## config.mk

```make
export PLATFORM = sky130hd
export DESIGN_NAME = id_ex_hazard_stage
export DESIGN_NICKNAME = d
export VERILOG_FILES = /design/src/rtl/id_ex_hazard_stage.sv
export SDC_FILE = /design/constraint.sdc
export NUM_CORES = 1
export LEC_CHECK = 0
export ABC_AREA = 0
export ABC_CLOCK_PERIOD_IN_PS = 2950
export CELL_PAD_IN_SITES_DETAIL_PLACEMENT = 0
export CELL_PAD_IN_SITES_GLOBAL_PLACEMENT = 1
export CORE_MARGIN = 2
export CORE_UTILIZATION = 30
export CTS_CLUSTER_DIAMETER = 120
export DETAILED_ROUTE_END_ITERATION = 8
export MAX_ROUTING_LAYER = met4
export PLACE_DENSITY_LB_ADDON = 0.15
export SYNTH_ARGS = -nofsm -noshare
export SYNTH_HDL_FRONTEND = slang
export SYNTH_SLANG_ARGS = --single-unit
```

## constraint.sdc

```tcl
create_clock -name clk -period 2.95 [get_ports clk]
set_input_delay 0.59 -clock clk [delete_from_list [all_inputs] [get_ports clk]]
set_output_delay 0.59 -clock clk [all_outputs]
set_load 0.01 [all_outputs]
```

## src/rtl/id_ex_hazard_stage.sv

```systemverilog
// ID/EX pipeline register with load-use / flag hazard stalls, taken-branch flush,
// halt drain sequencing and saturating stall/flush counters.
module id_ex_hazard_stage #(
    parameter int PAYLOAD_W       = 71,
    parameter int REG_AW          = 4,
    parameter int DRAIN_CYCLES    = 3,
    parameter int CNT_W           = 16,
    parameter int ZERO_REG_EXEMPT = 1
) (
    input  logic                 clk,
    input  logic                 rst,
    input  logic                 id_valid,
    input  logic [PAYLOAD_W-1:0] id_payload,
    input  logic [REG_AW-1:0]    id_rr1,
    input  logic [REG_AW-1:0]    id_rr2,
    input  logic                 id_rr1_used,
    input  logic                 id_rr2_used,
    input  logic [REG_AW-1:0]    id_wr_reg,
    input  logic                 id_memread,
    input  logic                 id_flag_en,
    input  logic                 id_uses_flags,
    input  logic                 id_branch_taken,
    input  logic                 id_halt,
    output logic                 ex_valid,
    output logic [PAYLOAD_W-1:0] ex_payload,
    output logic                 stall_fd,
    output logic                 flush_fd,
    output logic                 halted,
    output logic [CNT_W-1:0]     stall_cnt,
    output logic [CNT_W-1:0]     flush_cnt
);

    localparam int DCW = (DRAIN_CYCLES > 1) ? $clog2(DRAIN_CYCLES) : 1;

    typedef enum logic [1:0] {
        ST_RUN    = 2'd0,
        ST_DRAIN  = 2'd1,
        ST_HALTED = 2'd2
    } state_e;

    state_e               state_q, state_d;
    logic [DCW-1:0]       drain_q, drain_d;
    logic                 ex_valid_q, ex_valid_d;
    logic [PAYLOAD_W-1:0] ex_payload_q, ex_payload_d;
    logic [REG_AW-1:0]    ex_wr_reg_q, ex_wr_reg_d;
    logic                 ex_memread_q, ex_memread_d;
    logic                 ex_flag_en_q, ex_flag_en_d;
    logic                 halted_q, halted_d;
    logic [CNT_W-1:0]     stall_cnt_q, stall_cnt_d;
    logic [CNT_W-1:0]     flush_cnt_q, flush_cnt_d;

    logic                 reg_hit_s;
    logic                 zero_exempt_s;
    logic                 load_use_s;
    logic                 flag_haz_s;
    logic                 hz_s;
    logic                 stall_inc_s;
    logic                 flush_inc_s;
    logic                 stall_fd_s;
    logic                 flush_fd_s;

    // Hazard detection against the instruction currently held in EX.
    always_comb begin
        reg_hit_s     = (id_rr1_used & (id_rr1 == ex_wr_reg_q)) |
                        (id_rr2_used & (id_rr2 == ex_wr_reg_q));
        zero_exempt_s = (ZERO_REG_EXEMPT != 0) && (ex_wr_reg_q == {REG_AW{1'b0}});
        load_use_s    = id_valid & ex_valid_q & ex_memread_q & reg_hit_s & ~zero_exempt_s;
        flag_haz_s    = id_valid & id_uses_flags & ex_valid_q & ex_flag_en_q;
        hz_s          = (state_q == ST_RUN) & (load_use_s | flag_haz_s);
    end

    // Next-state, ID/EX load selection and F/D control.
    always_comb begin
        state_d      = state_q;
        drain_d      = drain_q;
        ex_valid_d   = 1'b0;
        ex_payload_d = {PAYLOAD_W{1'b0}};
        ex_wr_reg_d  = {REG_AW{1'b0}};
        ex_memread_d = 1'b0;
        ex_flag_en_d = 1'b0;
        stall_fd_s   = 1'b0;
        flush_fd_s   = 1'b0;
        stall_inc_s  = 1'b0;
        flush_inc_s  = 1'b0;
        case (state_q)
            ST_RUN: begin
                if (hz_s) begin
                    stall_fd_s  = 1'b1;
                    stall_inc_s = 1'b1;
                end else begin
                    // Invalid decode slots enter EX as clean zero bubbles.
                    ex_valid_d   = id_valid;
                    ex_payload_d = id_valid ? id_payload : {PAYLOAD_W{1'b0}};
                    ex_wr_reg_d  = id_valid ? id_wr_reg : {REG_AW{1'b0}};
                    ex_memread_d = id_valid & id_memread;
                    ex_flag_en_d = id_valid & id_flag_en;
                    if (id_valid && id_halt) begin
                        state_d    = ST_DRAIN;
                        drain_d    = DCW'(DRAIN_CYCLES - 1);
                        stall_fd_s = 1'b1;
                    end else begin
                        flush_fd_s  = id_valid & id_branch_taken;
                        flush_inc_s = id_valid & id_branch_taken;
                    end
                end
            end
            ST_DRAIN: begin
                stall_fd_s = 1'b1;
                if (drain_q == {DCW{1'b0}}) begin
                    state_d = ST_HALTED;
                end else begin
                    drain_d = drain_q - DCW'(1);
                end
            end
            ST_HALTED: begin
                stall_fd_s = 1'b1;
            end
            default: begin
                state_d = ST_RUN;
            end
        endcase
        halted_d    = (state_d == ST_HALTED);
        stall_cnt_d = (stall_inc_s && (stall_cnt_q != {CNT_W{1'b1}})) ?
                      stall_cnt_q + CNT_W'(1) : stall_cnt_q;
        flush_cnt_d = (flush_inc_s && (flush_cnt_q != {CNT_W{1'b1}})) ?
                      flush_cnt_q + CNT_W'(1) : flush_cnt_q;
    end

    // State, ID/EX register and counters.
    always_ff @(posedge clk) begin
        if (rst) begin
            state_q      <= ST_RUN;
            drain_q      <= {DCW{1'b0}};
            ex_valid_q   <= 1'b0;
            ex_payload_q <= {PAYLOAD_W{1'b0}};
            ex_wr_reg_q  <= {REG_AW{1'b0}};
            ex_memread_q <= 1'b0;
            ex_flag_en_q <= 1'b0;
            halted_q     <= 1'b0;
            stall_cnt_q  <= {CNT_W{1'b0}};
            flush_cnt_q  <= {CNT_W{1'b0}};
        end else begin
            state_q      <= state_d;
            drain_q      <= drain_d;
            ex_valid_q   <= ex_valid_d;
            ex_payload_q <= ex_payload_d;
            ex_wr_reg_q  <= ex_wr_reg_d;
            ex_memread_q <= ex_memread_d;
            ex_flag_en_q <= ex_flag_en_d;
            halted_q     <= halted_d;
            stall_cnt_q  <= stall_cnt_d;
            flush_cnt_q  <= flush_cnt_d;
        end
    end

    assign ex_valid   = ex_valid_q;
    assign ex_payload = ex_payload_q;
    assign halted     = halted_q;
    assign stall_cnt  = stall_cnt_q;
    assign flush_cnt  = flush_cnt_q;
    assign stall_fd   = stall_fd_s;
    assign flush_fd   = flush_fd_s;

endmodule
```

==> impl_metrics.json <==
{
  "status": "finished clean",
  "initialDrtViolationCount": 120,
  "tightest_slew_ns": 0.650,
  "wl_mm": 11.9,
  "drive_gt1_share_pct": 10.5,
  "grt.busiest_layer": "met2",
  "globalRouteMet2Util_pct": 27.2,
  "min_period_ns": 2.78,
  "worstSetupPathType": "flip-flop to primary output",
  "synthesis.area_um2": 4220,
  "dieArea_um2": 15000,
  "swShare_pct": 21.6,
  "fin_nets": 743,
  "cts_sinks": 115,
  "core-area_um2": 13800,
  "p_leak_nw": 2.69,
  "path_cells": "or4_1, nand4_1, o31ai_2, buf_4, or2_4, nor2_2, clkbuf_2",
  "yosysWarningCount": 0,
  "antenna_found_initial": 0,
  "post-route-period-util_pct": 94.3,
  "syn_area_per_cell_um2": 9.90,
  "postSynthCellCount": 426,
  "rsz0062_at_grt": "false",
  "crit_path_end_kind": "primary output",
  "fin_skew_ns": 0.00878,
  "cts.path.max_buffers": 2,
  "syn_nets": 526,
  "slew_viol_final": 0,
  "hold_path_class": "flip-flop to flip-flop",
  "cts_setup_buffers": 0,
  "final_cell_mix": "197 x clkdlybuf4s50_1, 115 x dfxtp_1, 78 x and2_1",
  "arrival_ns": 2.19,
  "start_kind": "flip-flop",
  "cp_top_family": "simple AND/OR/NAND/NOR gates",
  "viasPerCell": 4.54,
  "first_pass_iters": 4,
  "io_buffers": 199,
  "grt_start_max_net_pins": 60,
  "synth-adder-area-share_pct": 2.08,
  "cp_slowest_stage_delay_ns": 0.52,
  "track_usage_pct": 16.8,
  "nFillCells": 1255,
  "synth_xor_area_share_pct": 1.87,
  "synth-compound-area-share_pct": 6.32,
  "use_met1_pct": 17.0,
  "mostFrequentLayoutCell": "clkdlybuf4s50_1",
  "clk_latency_ns": 0.41,
  "numCtsBuffers": 17,
  "die_h_um": 123,
  "yosys.area.top_type": "dfxtp_1",
  "postRouteAntennaNets": 0,
  "yosysTopAreaCellShare_pct": 54.6,
  "timing.critical_path.buf_inv": 2,
  "p_switching_uw": 903,
  "netlist-cell-type-count": 45,
  "grt_use_met3_pct": 9.29,
  "row_count": 43,
  "start_util_pct": 30.5,
  "p_seq_share_pct": 39.3,
  "grt_pass1_vias": 3782,
  "cpMaxStageDelayCell": "or4_1",
  "grt-ovfl-total": 0,
  "cts_tree": "done",
  "p_int_mw": 3.27,
  "hold_viol": 0,
  "fin_tns_setup_ns": 0,
  "drt-wirelength-per-cell_um": 14.2,
  "comb_power_share_pct": 9.9,
  "setup_viol": 0,
  "place.gp.congestion": 0.781,
  "cts-root-buf": "clkbuf_16",
  "finalPower_mw": 4.18,
  "ctsHtreeMaxLevel": 4,
  "synthTopCellsByArea": "dfxtp_1 55%, and2_1 12%, mux2_2 3.5%",
  "die_w_um": 123,
  "synthMuxAreaShare_pct": 3.94,
  "io-pin-count": 200,
  "yosys.area_share.simple_pct": 28.4,
  "powerDensity_nw_per_um2": 587,
  "critical_path.max_fanout": 4,
  "route.detailed.drc": 0,
  "synth_top_family_by_area": "simple AND/OR/NAND/NOR gates",
  "grt_pass1_wl_mm": 18.5,
  "syn_to_final_growth_pct": 68.7,
  "routed-via-count": 3792,
  "clock_power_share_pct": 50.8,
  "fmax_mhz": 359,
  "vdd_drop_max_uv": 368,
  "async_reset_ff_share_pct": 0,
  "ys.flop_type": "dfxtp_1",
  "whs_ns": 0.497,
  "drv_cap": 0,
  "diodes": 0,
  "slew_headroom_pct": 56.4,
  "cp.required_ns": 2.36,
  "dpl.hpwl_mm": 8.88,
  "ys_seq_elements": 115,
  "synth_enable_flop_cells": 0,
  "path_clk_slew_ns": 0.05,
  "synth-seq-area-share_pct": 54.6
}
-- Yosys cell counts, types with 2 or more instances --
cell        n
a21oi_1    13
and2_1     78
and3_1      3
and4_1      2
clkbuf_1   11
clkbuf_2    3
dfxtp_1   115
ha_1        7
inv_1      13
mux2_2     13
mux2i_1     2
nand2_1    18
nand2b_1    2
nand3_1    13
nand4_1    15
nor2_1     34
nor2b_1    12
nor3_1      9
nor3b_1     2
nor4_1      7
o21a_1      4
o21ai_0     7
o31ai_1     6
or3_1       5
or4_1       5
xnor2_1     7
xor2_1      2
-- state kept, by name (all words and copies together) (netlist names) --
name,cells
ex_wr_reg_q,4
ex_memread_q,1
drain_q,2
ex_valid,1
flush_cnt,16
state_q,2
halted,1
ex_flag_en_q,1
stall_cnt,16
ex_payload,71
-- through the flow --
step | cell area, um^2 | std cells | setup WS, ns | utilization, %
final | 7120 | 836 | 0.167 | 51.5
after global routing | 7120 | 836 | 0.0258 | 51.5
after CTS | 7110 | 836 | 0.00941 | 51.5
after detailed placement | 6490 | 804 | -0.301 | 46.9
after global placement | 6490 | 804 | -0.320 | 46.9
after floorplan | 4220 | 426 | 0.436 | -
-- timing repair --
item	4_1_cts	5_1_grt
resized for setup	4	5
pin swaps	0	1
endpoints found under the hold margin	0	0
setup endpoints to repair	2	2
hold buffers	0	0
-- power groups by stage --
stage	Sequential, mW	Clock [mW]	Combinational [mW]
final	1.64	2.12	0.415
after floorplan	1.70	0	0.117
after global routing	1.65	2.26	0.450
after global placement	1.67	0	0.416
after CTS	1.64	2.18	0.420
after detailed placement	1.67	0	0.419
-- routing by layer --
| metal | vias to the layer above | wire length [um] |
|---|---|---|
| met4 | 0 | 206 |
| li1 | 1889 | - |
| met5 | - | 0 |
| met1 | 1759 | 4690 |
| met2 | 129 | 5830 |
| met3 | 15 | 1180 |
-- worst register-to-register path: stages (launching register included) --
cell	delay, ns
dfxtp_1	0.34
or4_1	0.52
nand4_1	0.17
o31ai_2	0.10
buf_4	0.14
or2_4	0.25
buf_4	0.21
nor4_1	0.36
mux2_2	0.37
-- logic make-up (layout without fill, tap and decap cells) --
group	count (synthesis)	count (layout)
and+or+nand+nor	210	210
DFF	115	115
AOI/OAI and AO/OA	41	41
buffers and inverters	29	259
muxes	15	15
xor gates and xnor gates	9	9
adders and majority gates	7	7
-- cell type report --
class / instances / area (um^2) / area share (%)
flip-flops and latches: 115 / 2300 / 32.3
multi-input cells: 282 / 1810 / 25.5
repair buffers: 214 / 2110 / 29.6
clock buffers: 21 / 470 / 6.61
well taps: 180 / 225 / 3.16
inverters: 13 / 48.8 / 0.686
clock inverters: 11 / 151 / 2.13
-- worst paths after layout --
| path | start | to | slack, ns | cells past startpoint |
|---|---|---|---|---|
| worst max register to register | ex_wr_reg_q[1] | flush_cnt[5] | 0.39 | 8 |
| worst max-delay path | ex_wr_reg_q[1] | flush_fd | 0.17 | 7 |
| worst min-delay path | stall_cnt[5] | stall_cnt[5] | 0.50 | 2 |
| worst min register to register | stall_cnt[5] | stall_cnt[5] | 0.50 | 2 |
Note: power is estimated with default switching activity, not from simulation.
